$ cat src/rtl/capture_ctrl.sv
// Stereo camera capture sequencer: aligns capture to frame boundaries, writes
// {DATA_L, DATA_R} into the write bank, checks geometry and swaps banks on good frames.
module capture_ctrl #(
    parameter int PIXEL_WIDTH = 8,
    parameter int PIX_HACT    = 640,
    parameter int PIX_VACT    = 480,
    parameter int ADDR_WIDTH  = 19
) (
    input  logic                     CLK,
    input  logic                     RST,
    input  logic                     CMD_START,
    input  logic                     CMD_SINGLE,
    input  logic                     CMD_STOP,
    input  logic                     ERR_CLR,
    input  logic                     FVAL,
    input  logic                     LVAL,
    input  logic                     DVAL,
    input  logic [PIXEL_WIDTH-1:0]   DATA_L,
    input  logic [PIXEL_WIDTH-1:0]   DATA_R,
    output logic                     WR_EN,
    output logic [ADDR_WIDTH-1:0]    WR_ADDR,
    output logic [2*PIXEL_WIDTH-1:0] WR_DATA,
    output logic                     WR_BANK,
    output logic                     RD_BANK,
    output logic                     RD_VALID,
    output logic                     FRAME_DONE,
    output logic [7:0]               FRAME_CNT,
    output logic                     BUSY,
    output logic                     ERR_HCNT,
    output logic                     ERR_VCNT
);

    // Counters are two bits wider than needed and saturate, so overlong lines/frames never alias to a good count
    localparam int CW = $clog2(PIX_HACT) + 2;
    localparam int LW = $clog2(PIX_VACT) + 2;
    localparam logic [CW-1:0]         HACT_C = CW'(PIX_HACT);
    localparam logic [LW-1:0]         VACT_C = LW'(PIX_VACT);
    localparam logic [ADDR_WIDTH-1:0] HACT_A = ADDR_WIDTH'(PIX_HACT);

    typedef enum logic [1:0] {IDLE, WAIT_FRAME, CAPTURE} state_t;

    state_t state, state_nxt;

    logic                  fval_d, lval_d;
    logic                  single_mode, stop_pend, frame_bad;
    logic [CW-1:0]         col;
    logic [LW-1:0]         line, line_nxt;
    logic [ADDR_WIDTH-1:0] line_base;
    logic                  fr, ff, lf;
    logic                  capturing, sample, in_window, lf_fire;
    logic                  hcnt_bad, vcnt_bad, frame_good;

    always_ff @(posedge CLK) begin
        if (RST) state <= IDLE;
        else     state <= state_nxt;
    end

    always_comb begin
        state_nxt = state;
        case (state)
            IDLE:
                if (!CMD_STOP && (CMD_START || CMD_SINGLE)) state_nxt = WAIT_FRAME;
            WAIT_FRAME:
                if (CMD_STOP)  state_nxt = IDLE;
                else if (fr)   state_nxt = CAPTURE;
            CAPTURE:
                if (ff) begin
                    if (stop_pend || CMD_STOP || (single_mode && frame_good)) state_nxt = IDLE;
                    else                                                      state_nxt = WAIT_FRAME;
                end
            default: state_nxt = IDLE;
        endcase
    end

    // A line end coinciding with the frame end still counts toward the line total
    always_comb begin
        fr         = FVAL & ~fval_d;
        ff         = ~FVAL & fval_d;
        lf         = ~LVAL & lval_d;
        capturing  = (state == CAPTURE);
        sample     = capturing & FVAL & DVAL;
        in_window  = (col < HACT_C) && (line < VACT_C);
        lf_fire    = capturing & lf & (col != '0);
        hcnt_bad   = lf_fire & (col != HACT_C);
        line_nxt   = (lf_fire && (line != '1)) ? line + 1'b1 : line;
        vcnt_bad   = capturing & ff & (line_nxt != VACT_C);
        frame_good = ~(frame_bad | hcnt_bad | vcnt_bad);
        BUSY       = (state != IDLE);
    end

    always_ff @(posedge CLK) begin
        if (RST) begin
            fval_d      <= 1'b1;
            lval_d      <= 1'b1;
            single_mode <= 1'b0;
            stop_pend   <= 1'b0;
            frame_bad   <= 1'b0;
            col         <= '0;
            line        <= '0;
            line_base   <= '0;
            WR_EN       <= 1'b0;
            WR_ADDR     <= '0;
            WR_DATA     <= '0;
            WR_BANK     <= 1'b0;
            RD_BANK     <= 1'b1;
            RD_VALID    <= 1'b0;
            FRAME_DONE  <= 1'b0;
            FRAME_CNT   <= '0;
            ERR_HCNT    <= 1'b0;
            ERR_VCNT    <= 1'b0;
        end else begin
            fval_d     <= FVAL;
            lval_d     <= LVAL;
            WR_EN      <= sample & in_window;
            FRAME_DONE <= 1'b0;
            if (sample) begin
                WR_ADDR <= line_base + ADDR_WIDTH'(col);
                WR_DATA <= {DATA_L, DATA_R};
            end

            if (state == IDLE && state_nxt == WAIT_FRAME) single_mode <= CMD_SINGLE;

            if (state_nxt == IDLE)          stop_pend <= 1'b0;
            else if (capturing && CMD_STOP) stop_pend <= 1'b1;

            if (state == WAIT_FRAME && fr) begin
                col       <= '0;
                line      <= '0;
                line_base <= '0;
                frame_bad <= 1'b0;
            end else if (capturing) begin
                frame_bad <= ~frame_good;
                line      <= line_nxt;
                if (lf_fire) begin
                    col       <= '0;
                    line_base <= line_base + HACT_A;
                end else if (sample && (col != '1)) begin
                    col <= col + 1'b1;
                end
                if (ff && frame_good) begin
                    WR_BANK    <= ~WR_BANK;
                    RD_BANK    <= WR_BANK;
                    RD_VALID   <= 1'b1;
                    FRAME_CNT  <= FRAME_CNT + 1'b1;
                    FRAME_DONE <= 1'b1;
                end
            end

            if (hcnt_bad)     ERR_HCNT <= 1'b1;
            else if (ERR_CLR) ERR_HCNT <= 1'b0;
            if (vcnt_bad)     ERR_VCNT <= 1'b1;
            else if (ERR_CLR) ERR_VCNT <= 1'b0;
        end
    end

endmodule

$ cat config.mk
export PLATFORM = sky130hd
export DESIGN_NAME = capture_ctrl
export DESIGN_NICKNAME = d
export VERILOG_FILES = /design/src/rtl/capture_ctrl.sv
export SDC_FILE = /design/constraint.sdc
export NUM_CORES = 1
export LEC_CHECK = 0
export BUFFER_PORTS_ARGS = -buffer_cell sky130_fd_sc_hd__buf_2
export CORE_UTILIZATION = 30
export DETAILED_ROUTE_END_ITERATION = 10
export HOLD_SLACK_MARGIN = 0.02
export REMOVE_ABC_BUFFERS = 1
export SLEW_MARGIN = 5
export SYNTH_ARGS = -nofsm -noshare
export SYNTH_HDL_FRONTEND = slang
export SYNTH_SLANG_ARGS = --single-unit
$ cat constraint.sdc
create_clock -name CLK -period 3.25 [get_ports CLK]
set_input_delay 0.65 -clock CLK [delete_from_list [all_inputs] [get_ports CLK]]
set_output_delay 0.65 -clock CLK [all_outputs]
set_load 0.01 [all_outputs]
==> summary.md <==
| Metric | Value |
|---|---|
| Power density over the cells | roughly 450 mW/mm^2 |
| Die H | about 120 um |
| Clock power frac | approximately half |
| Post-synth ARST share | 0% |
| Most common cell after layout, fill and taps aside | dfxtp_1 |
| Initial antenna violation count | 0 |
| Final Hold Viols | 0 |
| RSZ-0062 raised after global routing | false |
| CP cell instances | inv_1 > ha_1 > nor4b_2 > and4_1 > or4_1 > mux2i_1 > or4b_4 > or3_1 > a21oi_1 |
| Net Sw Frac | between 20% and 30% |
| Fillers | between 1000 and 1500 |
| Routed wire per std cell | 12.18 um |
| Status | completed |
| Pwr Total | ~2.3 mW |
| Final Slew Violations | 0 |
| Slowest-stage cell, CP | or4_1 |
| CTS sink cnt | between 90 and 100 |
| Post-CTS Repair Setup Buffers | 0 |
| Post-placement cell count | around 760 |
| GP Congestion | roughly 0.9 |
| Final Setup Violations | 0 |
| Arrival time at the worst endpoint | ~3.2 ns |
| Multi-input logic area | around 0.0023 mm^2 |
| First-pass GRT wire length | ~15000 um |
| CP Data Required Time | 3.52 ns |
| Vias in the first global route | 3442 |
| Non-Filler Instances | 778 |
| Tmin final | between 2 and 3 ns |
| Post-Syn Area per Cell | 8.119 um^2 |
| Top post-synthesis cells by area | dfxtp_1, nand2_1, a21oi_1, nor2_1, xnor2_1 |
| CP peak stage delay | 0.57 ns |
| #FFs+latches synth | a little over 90 |
| Register area share after synthesis | ~43% |
| All-Layer GR Usage | approximately an eighth |
| Antenna-violating nets left | 0 |
| Site Rows | between 40 and 50 |
| Fmax achieved | 337.2 MHz |
| Hold Worst Slack | roughly 0.45 ns |
| Storage element area | 0.001842 mm^2 |
| Core outline area | between 0.01 and 0.015 mm^2 |
| Clk buf depth | 2 |
| Reg power frac | 48.9% |
| Clock skew | 0.006299 ns |
| Detailed-route wire length | about 9500 um |
| Port Buffers | 75 |
| Post-CTS Hold Fix Bufs | 0 |
| Via count | between 3000 and 4000 |
| Die area | roughly 0.015 mm^2 |
| Final net count | ~630 |
| Worst slew pin tran | roughly 0.6 ns |
| Clock-pin slew on the worst setup and hold paths | approximately 0.07 ns |
| Slew HR | roughly three fifths |
| Clk Latency, worst-skew pair | about 0.34 ns |
| Main synth FF type | dfxtp_1 |
| Min-Delay Path Class | reg -> reg |
| Startpoint types | register |
| TritonCTS clock tree | done |
| Area leader, netlist | dfxtp_1 |
| # Max-Cap Violations | 0 |
| Root Driver | clkbuf_16 |
| Post-CTS Resized | 0 |
| CP Class | reg -> reg |
| Internal power | between 1.5 and 2 mW |
| Crit path max fanout | 6 |
| Setup TNS | 0 ns |
| GRT overflow | 0 |
| Max rail drop VDD | between 0.0002 and 0.0003 V |
| Synthesis warning total | 0 |
| Yosys top cell area share | a little over two fifths |
| N_diodes | 0 |
| Initial Utilization | between 30% and 40% |
| Chip width | ~120 um |
| Post-detail-place hpwl | about 6700 um |
| DRT Pass-1 Iters | 4 |
| Mapped Area | between 0.004 and 0.005 mm^2 |
| TritonCTS Buffers | 9 |
| Avg Vias per Cell | roughly 4.8 |
| LEAKAGE | about 2 nW |
| CP Capture Type | register |
| Commonest non-fill, non-tap cells in the layout | dfxtp_1, nand2_1, buf_2, nor2_1, a21oi_1 |
| Sw power | 471.6 uW |
| Largest net degree at the start of global routing | 57 |
| Logic pwr share | between 2 and 2.5% |
| Ports | 76 |
| Number of synthesized flops with an enable pin | 0 |
| Synthesis-to-layout area growth | 20.77% |
| Share of cells above drive strength 1 | about a fifth |
| H-tree levels | 3 |
| Yosys cell types | 50 |
| Remaining DRCs | 0 |
| Syn Inst Count | roughly 530 |
| Period utilisation layout | between 90 and 100% |
| DRT iter0 DRCs | 272 |
[synthesized netlist by cell type (2+ instances only)]
cell type / instances
a31oi_1: 3
a31o_2: 5
clkbuf_1: 21
xor2_1: 15
nand3_1: 15
a21o_1: 5
o31ai_1: 2
a211oi_1: 4
ha_1: 10
nor2b_1: 4
buf_2: 6
nand4_1: 15
or4_1: 2
inv_1: 17
nand3b_1: 3
nor4_1: 6
or3_1: 5
xnor2_1: 23
and2_1: 4
nor3_1: 15
nand2_1: 82
mux2i_1: 3
or2_2: 4
dfxtp_1: 92
and3_1: 8
a21oi_1: 49
and4_1: 5
nand2b_1: 5
nor2_1: 64
o21ai_0: 10
nor3b_1: 2
a311oi_1: 3
nand4b_1: 2
[layout make-up]
type	instances	area share [%]
clock buffers	10	4.634
clock inverters	6	1.698
inverters	17	1.237
multi-input cells	389	43.77
flip-flops and latches	92	35.71
well taps	180	4.367
repair buffers	84	8.588
[worst paths after layout]
path	start	cells after the start	end	slack, ns
min	WR_ADDR[9]	2	WR_ADDR[9]	0.45
min reg2reg	WR_ADDR[9]	2	WR_ADDR[9]	0.45
max reg2reg	col[0]	9	FRAME_CNT[0]	0.28
max	col[0]	9	FRAME_CNT[0]	0.28
[power by group through the flow]
stage / logic [mW] / clock network (mW) / registers [mW]
floorplan: 0.0164 / 0 / 1.16
global placement: 0.0514 / 0 / 1.16
detailed placement: 0.0529 / 0 / 1.16
CTS: 0.0529 / 1.17 / 1.13
global route: 0.0573 / 1.21 / 1.13
finish: 0.0518 / 1.13 / 1.13
[through the flow]
stage | cell area (um^2) | util [%] | worst slack [ns]
finish | 5157 | 37.16 | 0.2848
global route | 5157 | 37.16 | 0.1755
CTS | 5157 | 37.16 | 0.2904
detailed placement | 4831 | 34.80 | 0.3001
global placement | 4831 | 34.80 | 0.3597
floorplan | 4158 | - | 0.1467
[worst max-delay path: cells and delay by family, from the launching register on]
kind	cells	cell delay (ns)
flops	1	0.41
mux	1	0.18
simple gates	5	1.90
buf+inv	1	0.07
compound gates	1	0.14
fa+ha+maj	1	0.19
[cell families (layout without fill, tap and decap cells)]
family / after synthesis / in the layout / share of synthesized area [%]
AO/OA/AOI/OAI: 92 / 92 / 13.24
AND/OR/NAND/NOR: 245 / 245 / 27.60
multiplexers: 3 / 3 / 0.7032
adder cells (fa/ha/maj): 11 / 11 / 3.399
XOR/XNOR: 38 / 38 / 7.794
flip-flops: 92 / 92 / 43.13
buffers and inverters: 45 / 117 / 4.131
[state kept, by name (all words and copies together), names as in the netlist]
register	flops
fval_d	1
FRAME_DONE	1
RD_BANK	1
col	12
ERR_HCNT	1
WR_ADDR	19
stop_pend	1
single_mode	1
ERR_VCNT	1
RD_VALID	1
WR_BANK	1
line_base	12
WR_DATA	16
line	11
state	2
WR_EN	1
FRAME_CNT	8
frame_bad	1
lval_d	1
[metal layers]
| metal | share of wire, % | routed length (um) | GRT usage [%] |
|---|---|---|---|
| met4 | 1.3 | 126 | 4.244 |
| met1 | 46 | 4331 | 15.59 |
| met3 | 3.5 | 335 | 3.148 |
| met5 | 0 | 0 | 0 |
| met2 | 49 | 4681 | 23.15 |
Note: power is estimated with default switching activity, not from simulation.
